--- config.mk ---
export PLATFORM = sky130hd
export DESIGN_NAME = arb8_rr_ctrl_flat
export DESIGN_NICKNAME = d
export VERILOG_FILES = /design/src/rtl/arb8_rr_if.sv /design/src/rtl/arb8_rr_ctrl.sv /design/src/flat_wrapper.sv
export SDC_FILE = /design/constraint.sdc
export NUM_CORES = 1
export LEC_CHECK = 0
export CORE_MARGIN = 2
export CORE_UTILIZATION = 40
export CTS_CLUSTER_DIAMETER = 40
export CTS_CLUSTER_SIZE = 40
export DETAILED_ROUTE_END_ITERATION = 12
export PLACE_DENSITY = 0.66
export SETUP_SLACK_MARGIN = 0.5
export SKIP_LAST_GASP = 1
export SYNTH_ARGS = -nofsm -noshare
export SYNTH_HDL_FRONTEND = slang
export SYNTH_SLANG_ARGS = --single-unit
--- constraint.sdc ---
create_clock -name clk -period 4.5 [get_ports clk]
set_input_delay 0.9 -clock clk [delete_from_list [all_inputs] [get_ports clk]]
set_output_delay 0.9 -clock clk [all_outputs]
set_load 0.02 [all_outputs]
--- src/rtl/arb8_rr_if.sv ---
// Request/grant bundle between eight requesters and the round-robin arbiter.
// The master side drives the request lines; the arbiter (slave) returns grants.
interface arb8_rr_if;
  logic [7:0] req;
  logic [7:0] grant;
  logic [2:0] grant_code;
  logic       grant_valid;
  logic       preempt;

  modport master (
    output req,
    input  grant,
    input  grant_code,
    input  grant_valid,
    input  preempt
  );

  modport slave (
    input  req,
    output grant,
    output grant_code,
    output grant_valid,
    output preempt
  );
endinterface

--- src/rtl/arb8_rr_ctrl.sv ---
// Eight-way round-robin arbiter with registered one-hot grant, binary code,
// and an optional hold limit that forces rotation when others are waiting.
module arb8_rr_ctrl #(
  parameter int MAX_HOLD = 16,
  parameter int HOLD_W   = 5
) (
  input  logic       clk,
  input  logic       rst,
  arb8_rr_if.slave   bus
);

  typedef enum logic {IDLE, OWN} state_t;

  // Value the hold counter saturates at; with the limit disabled it simply
  // stops at its maximum so it never wraps back into a small count.
  localparam logic [HOLD_W-1:0] HOLD_LIM = HOLD_W'(MAX_HOLD);
  localparam logic [HOLD_W-1:0] HOLD_SAT = (MAX_HOLD == 0) ? {HOLD_W{1'b1}} : HOLD_LIM;

  state_t            state_reg, state_next;
  logic [7:0]        grant_reg, grant_next;
  logic [2:0]        code_reg, code_next;
  logic              valid_reg, valid_next;
  logic              preempt_reg, preempt_next;
  logic [2:0]        ptr_reg, ptr_next;
  logic [HOLD_W-1:0] hold_reg, hold_next;

  // First set bit of r scanning upward from start, wrapping 7->0.
  // Result is {found, index}.
  function automatic logic [3:0] search(input logic [7:0] r, input logic [2:0] start);
    logic       found;
    logic [2:0] win;
    logic [2:0] idx;
    found = 1'b0;
    win   = 3'd0;
    for (int k = 0; k < 8; k++) begin
      idx = start + 3'(k);
      if (!found && r[idx]) begin
        found = 1'b1;
        win   = idx;
      end
    end
    return {found, win};
  endfunction

  logic [7:0] others;
  logic [2:0] owner_next_start;
  logic [3:0] idle_pick;
  logic [3:0] own_pick;
  logic       limit_hit;

  assign others           = bus.req & ~grant_reg;
  assign owner_next_start = code_reg + 3'd1;
  assign idle_pick        = search(bus.req, ptr_reg);
  // Owner bit is excluded, which covers both release (owner bit already low)
  // and forced rotation (owner must not win its own preemption).
  assign own_pick         = search(others, owner_next_start);
  assign limit_hit        = (MAX_HOLD != 0) && (hold_reg == HOLD_LIM);

  // Next-state and next-output decode for the IDLE/OWN controller.
  always_comb begin
    state_next   = state_reg;
    grant_next   = grant_reg;
    code_next    = code_reg;
    valid_next   = valid_reg;
    preempt_next = 1'b0;
    ptr_next     = ptr_reg;
    hold_next    = hold_reg;

    case (state_reg)
      IDLE: begin
        if (idle_pick[3]) begin
          state_next = OWN;
          grant_next = 8'd1 << idle_pick[2:0];
          code_next  = idle_pick[2:0];
          valid_next = 1'b1;
          ptr_next   = idle_pick[2:0] + 3'd1;
          hold_next  = HOLD_W'(1);
        end
      end
      OWN: begin
        if (!bus.req[code_reg]) begin
          // Owner released: hand over directly or go idle; never a preempt.
          if (own_pick[3]) begin
            grant_next = 8'd1 << own_pick[2:0];
            code_next  = own_pick[2:0];
            ptr_next   = own_pick[2:0] + 3'd1;
            hold_next  = HOLD_W'(1);
          end else begin
            state_next = IDLE;
            grant_next = 8'd0;
            code_next  = 3'd0;
            valid_next = 1'b0;
            hold_next  = '0;
          end
        end else if (limit_hit && own_pick[3]) begin
          grant_next   = 8'd1 << own_pick[2:0];
          code_next    = own_pick[2:0];
          ptr_next     = own_pick[2:0] + 3'd1;
          hold_next    = HOLD_W'(1);
          preempt_next = 1'b1;
        end else if (hold_reg != HOLD_SAT) begin
          hold_next = hold_reg + HOLD_W'(1);
        end
      end
      default: begin
        state_next = IDLE;
        grant_next = 8'd0;
        code_next  = 3'd0;
        valid_next = 1'b0;
        hold_next  = '0;
      end
    endcase
  end

  // State and output registers; reset clears everything immediately.
  always_ff @(posedge clk or posedge rst) begin
    if (rst) begin
      state_reg   <= IDLE;
      grant_reg   <= 8'd0;
      code_reg    <= 3'd0;
      valid_reg   <= 1'b0;
      preempt_reg <= 1'b0;
      ptr_reg     <= 3'd0;
      hold_reg    <= '0;
    end else begin
      state_reg   <= state_next;
      grant_reg   <= grant_next;
      code_reg    <= code_next;
      valid_reg   <= valid_next;
      preempt_reg <= preempt_next;
      ptr_reg     <= ptr_next;
      hold_reg    <= hold_next;
    end
  end

  assign bus.grant       = grant_reg;
  assign bus.grant_code  = code_reg;
  assign bus.grant_valid = valid_reg;
  assign bus.preempt     = preempt_reg;

endmodule

--- src/flat_wrapper.sv ---
// flat-port wrapper written by rule: the top's interface ports become plain ports
module arb8_rr_ctrl_flat 
#(
  parameter int MAX_HOLD = 16,
  parameter int HOLD_W   = 5
)
  (clk, rst, bus_req, bus_grant, bus_grant_code, bus_grant_valid, bus_preempt);
  arb8_rr_if bus_i ();
  input  logic clk;
  input  logic rst;
  input wire logic [$bits(bus_i.req)-1:0] bus_req;
  output wire logic [$bits(bus_i.grant)-1:0] bus_grant;
  output wire logic [$bits(bus_i.grant_code)-1:0] bus_grant_code;
  output wire logic [$bits(bus_i.grant_valid)-1:0] bus_grant_valid;
  output wire logic [$bits(bus_i.preempt)-1:0] bus_preempt;
  assign bus_i.req = bus_req;
  assign bus_grant = bus_i.grant;
  assign bus_grant_code = bus_i.grant_code;
  assign bus_grant_valid = bus_i.grant_valid;
  assign bus_preempt = bus_i.preempt;
  arb8_rr_ctrl #(.MAX_HOLD(MAX_HOLD), .HOLD_W(HOLD_W)) u_core (.clk(clk), .rst(rst), .bus(bus_i));
endmodule
==> impl_results.md, run 1 <==
* Status: finished clean
* Core area at 0.00777 mm^2
* Largest area contributor in the synthesized netlist: dfrtp_1
* Syn Inst Count at 364
* Number of distinct library cells after synthesis at 70
* Worst endpoint required time at 4650 ps
* Avg Cell Area, Syn at 8.85 um^2
* Initial core utilization at 41.5%
* Largest cells by area after synthesis: dfrtp_1 (17%), mux4_2 (14%), mux2_2 (6.3%)
* Most common cell after layout, fill and taps aside: buf_4
* Hold Vio Cnt, Final at 0
* Crit-path max FO at 12
* Sequential area share after synthesis at 17.1%
* Top FF cell, synth: dfrtp_1
* Crit. End Element: register
* Layout area overhead at 31.7%
* Critical path's slowest cell: mux4_2
* Clock Tree Root: clkbuf_8
* Worst Setup SP: bus_req[3]
* Xor/xnor share of the synthesized area at 2.18%
* Post-Synth Simple-Gate Area at 21.8%
* H-tree levels at 1
* Clock Latency Late Sink at 270 ps
* HP Start: u_core.bus.grant_valid
* Vias post-DR at 3,450
* FF-to-FF Start: u_core.bus.grant_code[1]
* TritonCTS clock tree: built
* DRT antenna net count at 0
* Compound-Gate Fraction of Synth Area at 24.3%
* Synth top area share at 17.1%
* DRT iter0 DRCs at 328
* Slew Viols, Final at 0
* Sink Count at 22
* Most frequent cells in the layout: buf_4 (57), nand2_1 (23), dfrtp_1 (21)
* Post-detail-place hpwl at 7480 um
* Combinational family with the most area after synthesis: multiplexers
* Mapped Nets at 381
* Syn. warnings at 0
* Gr ovfl total at 0
* Synth Area in Adders at 2.72%
* DRC at 0
* Num rows at 32
* First-pass GRT wire length at 16,400 um
* Share of post-route cells with drive strength above 1 at 35.1%
* DP Area at 0.00379 mm^2
* Die area at 0.00879 mm^2
* Worst path cell trace: dlygate4sd2_1, mux2_1, mux4_2, a221o_1, a32o_1, a211o_1, o41a_1, ha_2, or3_4, o221ai_2, a211oi_2
* Port bufs at 22
* Mean number of vias per cell at 6.56
* Max reg flops at 8
* Clk_skew at 11.7 ps
* CTS buffer count at 3
* DR WL/cell at 20.2 um
* Final period util at 88.0%
* Die Span X at 93.7 um
* Post-synth EDFFs at 0
* Crit path largest cell delay at 530 ps
* Critical path class: input port to register
* Clock slew at reported path FFs at 90 ps
* Relative slew slack at 39.6%
* Fin nets at 442
* Syn Std Cell Area at 0.00322 mm^2
* Die Y-Extent at 93.7 um
* Clk buf depth at 2
* Total Neg Setup Slack at 0 ps
* Total track usage at 23.2%
* Number of diodes at 0
* Vias in the first global route at 3,127
* Post-synthesis mux area share at 26.7%
* Hold WC Path Type: register to register
* Tmin final at 3960 ps
* Antenna violations before repair at 0
* # IOs at 23
* GPL Wtd Cong at 0.920
* Routed wire length at 10,600 um
* Pin count of the biggest net entering global routing at 26
* Pre-antenna DRT Iters at 5
* Async S/R FF share, synth at 100%
* Final Util at 54.6%
* Startpoint Class: input port
* Worst slew pin tran at 905 ps
* RSZ-0062 raised after global routing: false
* Register bit count reported by yosys at 22
* Max Clk Rate at 252 MHz
* Post-route cell area at 0.00424 mm^2
* MaxCap Viol Count at 0
* Crit path arrival time at 4110 ps
* Final setup viols at 0
==> path summary, 6_finish.rpt <==
check                      depth (start not counted)  slack (ps)                        to
setup reg to reg                                  13         640         u_core.ptr_reg[2]
min in group asynchronous                          2        1120         u_core.ptr_reg[0]
max in group asynchronous                          2        2770  u_core.bus.grant_code[1]
setup / recovery                                  11         540         u_core.ptr_reg[2]
hold reg to reg                                    1         480    u_core.bus.grant_valid
hold / removal                                     1         480    u_core.bus.grant_valid
==> kinds of logic (layout without fill, tap and decap cells) <==
| logic type | count (synthesis) | in the layout |
|---|---|---|
| flip-flops | 22 | 22 |
| adder cells (fa/ha/maj) | 7 | 7 |
| multiplexers | 55 | 55 |
| AO/OA/AOI/OAI | 109 | 109 |
| XOR/XNOR | 8 | 8 |
| buffers and inverters | 39 | 99 |
| AND/OR/NAND/NOR | 124 | 124 |
==> per-stage QoR <==
| stage | hold slack, ps | instances | worst slack, ps |
|---|---|---|---|
| after floorplan | 493 | 364 | 505 |
| after global placement | 482 | 507 | 4.73 |
| after global routing | 532 | 526 | 463 |
| after CTS | 493 | 512 | 483 |
| after detailed placement | 469 | 507 | -34.6 |
| final | 483 | 526 | 538 |
==> metal layers <==
metal	vias to the layer above	part of all wire (%)	global-route usage [%]
met5	-	0	0
met4	0	1.6	4.59
met3	23	7.6	3.69
met2	172	47	36.4
met1	1693	43	34.0
li1	1562	-	-
==> repair_timing <==
action / in CTS / in global routing
hold buffers: 0 / 0
pin swaps: 0 / 14
gates resized for setup: 20 / 51
buffers inserted: 1 / 14
setup endpoints to repair: 6 / 11
hold endpoints to repair: 0 / 0
==> layout make-up <==
cell class / instances / area, um^2
Clock buffer: 4 / 55.1
Fill cell: 703 / 3530
Multi-Input combinational cell: 303 / 2780
Tap cell: 102 / 128
Inverter: 13 / 51.3
Timing Repair Buffer: 82 / 681
Sequential cell: 22 / 552
==> cell usage after synthesis, types with 4 or more instances <==
cell and number:
nor3_1 8, nand2b_1 12, nor2b_1 14, a221oi_1 5
nand2_1 24, a32oi_1 6, ha_1 7, a211oi_1 8
a21oi_1 19, clkbuf_1 16, o31ai_1 5, and3_1 4
and2_1 4, mux4_2 20, inv_1 9, buf_2 6
nor4_1 5, a21o_1 7, mux2_2 18, dfrtp_1 22
nor2_1 20, mux2i_1 12, nand3_1 4, xnor2_1 6
o21ai_0 17, a22o_1 5, nand4_1 7
==> critical path: cells and delay by family <==
kind                       cells  cell delay [ps]
buffers and inverters          1              360
adders and majority gates      1              210
muxes                          2              920
and+or+nand+nor                1              360
AOI/OAI and AO/OA              6             1340
Power of run 1 is not shown: default switching activity piles up to over one toggle a cycle in this logic, so the estimate is an artifact.
==> run 2, diff against run 1 <==
--- a/config.mk
+++ b/config.mk
@@ -5,6 +5,7 @@
 export SDC_FILE = /design/constraint.sdc
 export NUM_CORES = 1
 export LEC_CHECK = 0
+export ABC_CLOCK_PERIOD_IN_PS = 4500
 export CORE_MARGIN = 2
 export CORE_UTILIZATION = 40
 export CTS_CLUSTER_DIAMETER = 40
==> results of run 2 <==
Same layout as run 1: the final DEF is identical, and so are final timing and power.
Power of run 2 is left out for the same reason.
==> run 3, diff against run 2 <==
--- a/config.mk
+++ b/config.mk
@@ -6,6 +6,7 @@
 export NUM_CORES = 1
 export LEC_CHECK = 0
 export ABC_CLOCK_PERIOD_IN_PS = 4500
+export CAP_MARGIN = 20
 export CORE_MARGIN = 2
 export CORE_UTILIZATION = 40
 export CTS_CLUSTER_DIAMETER = 40
==> results of run 3 <==
Same layout as run 1: the final DEF is identical, and so are final timing and power.
Power of run 3 is left out for the same reason.
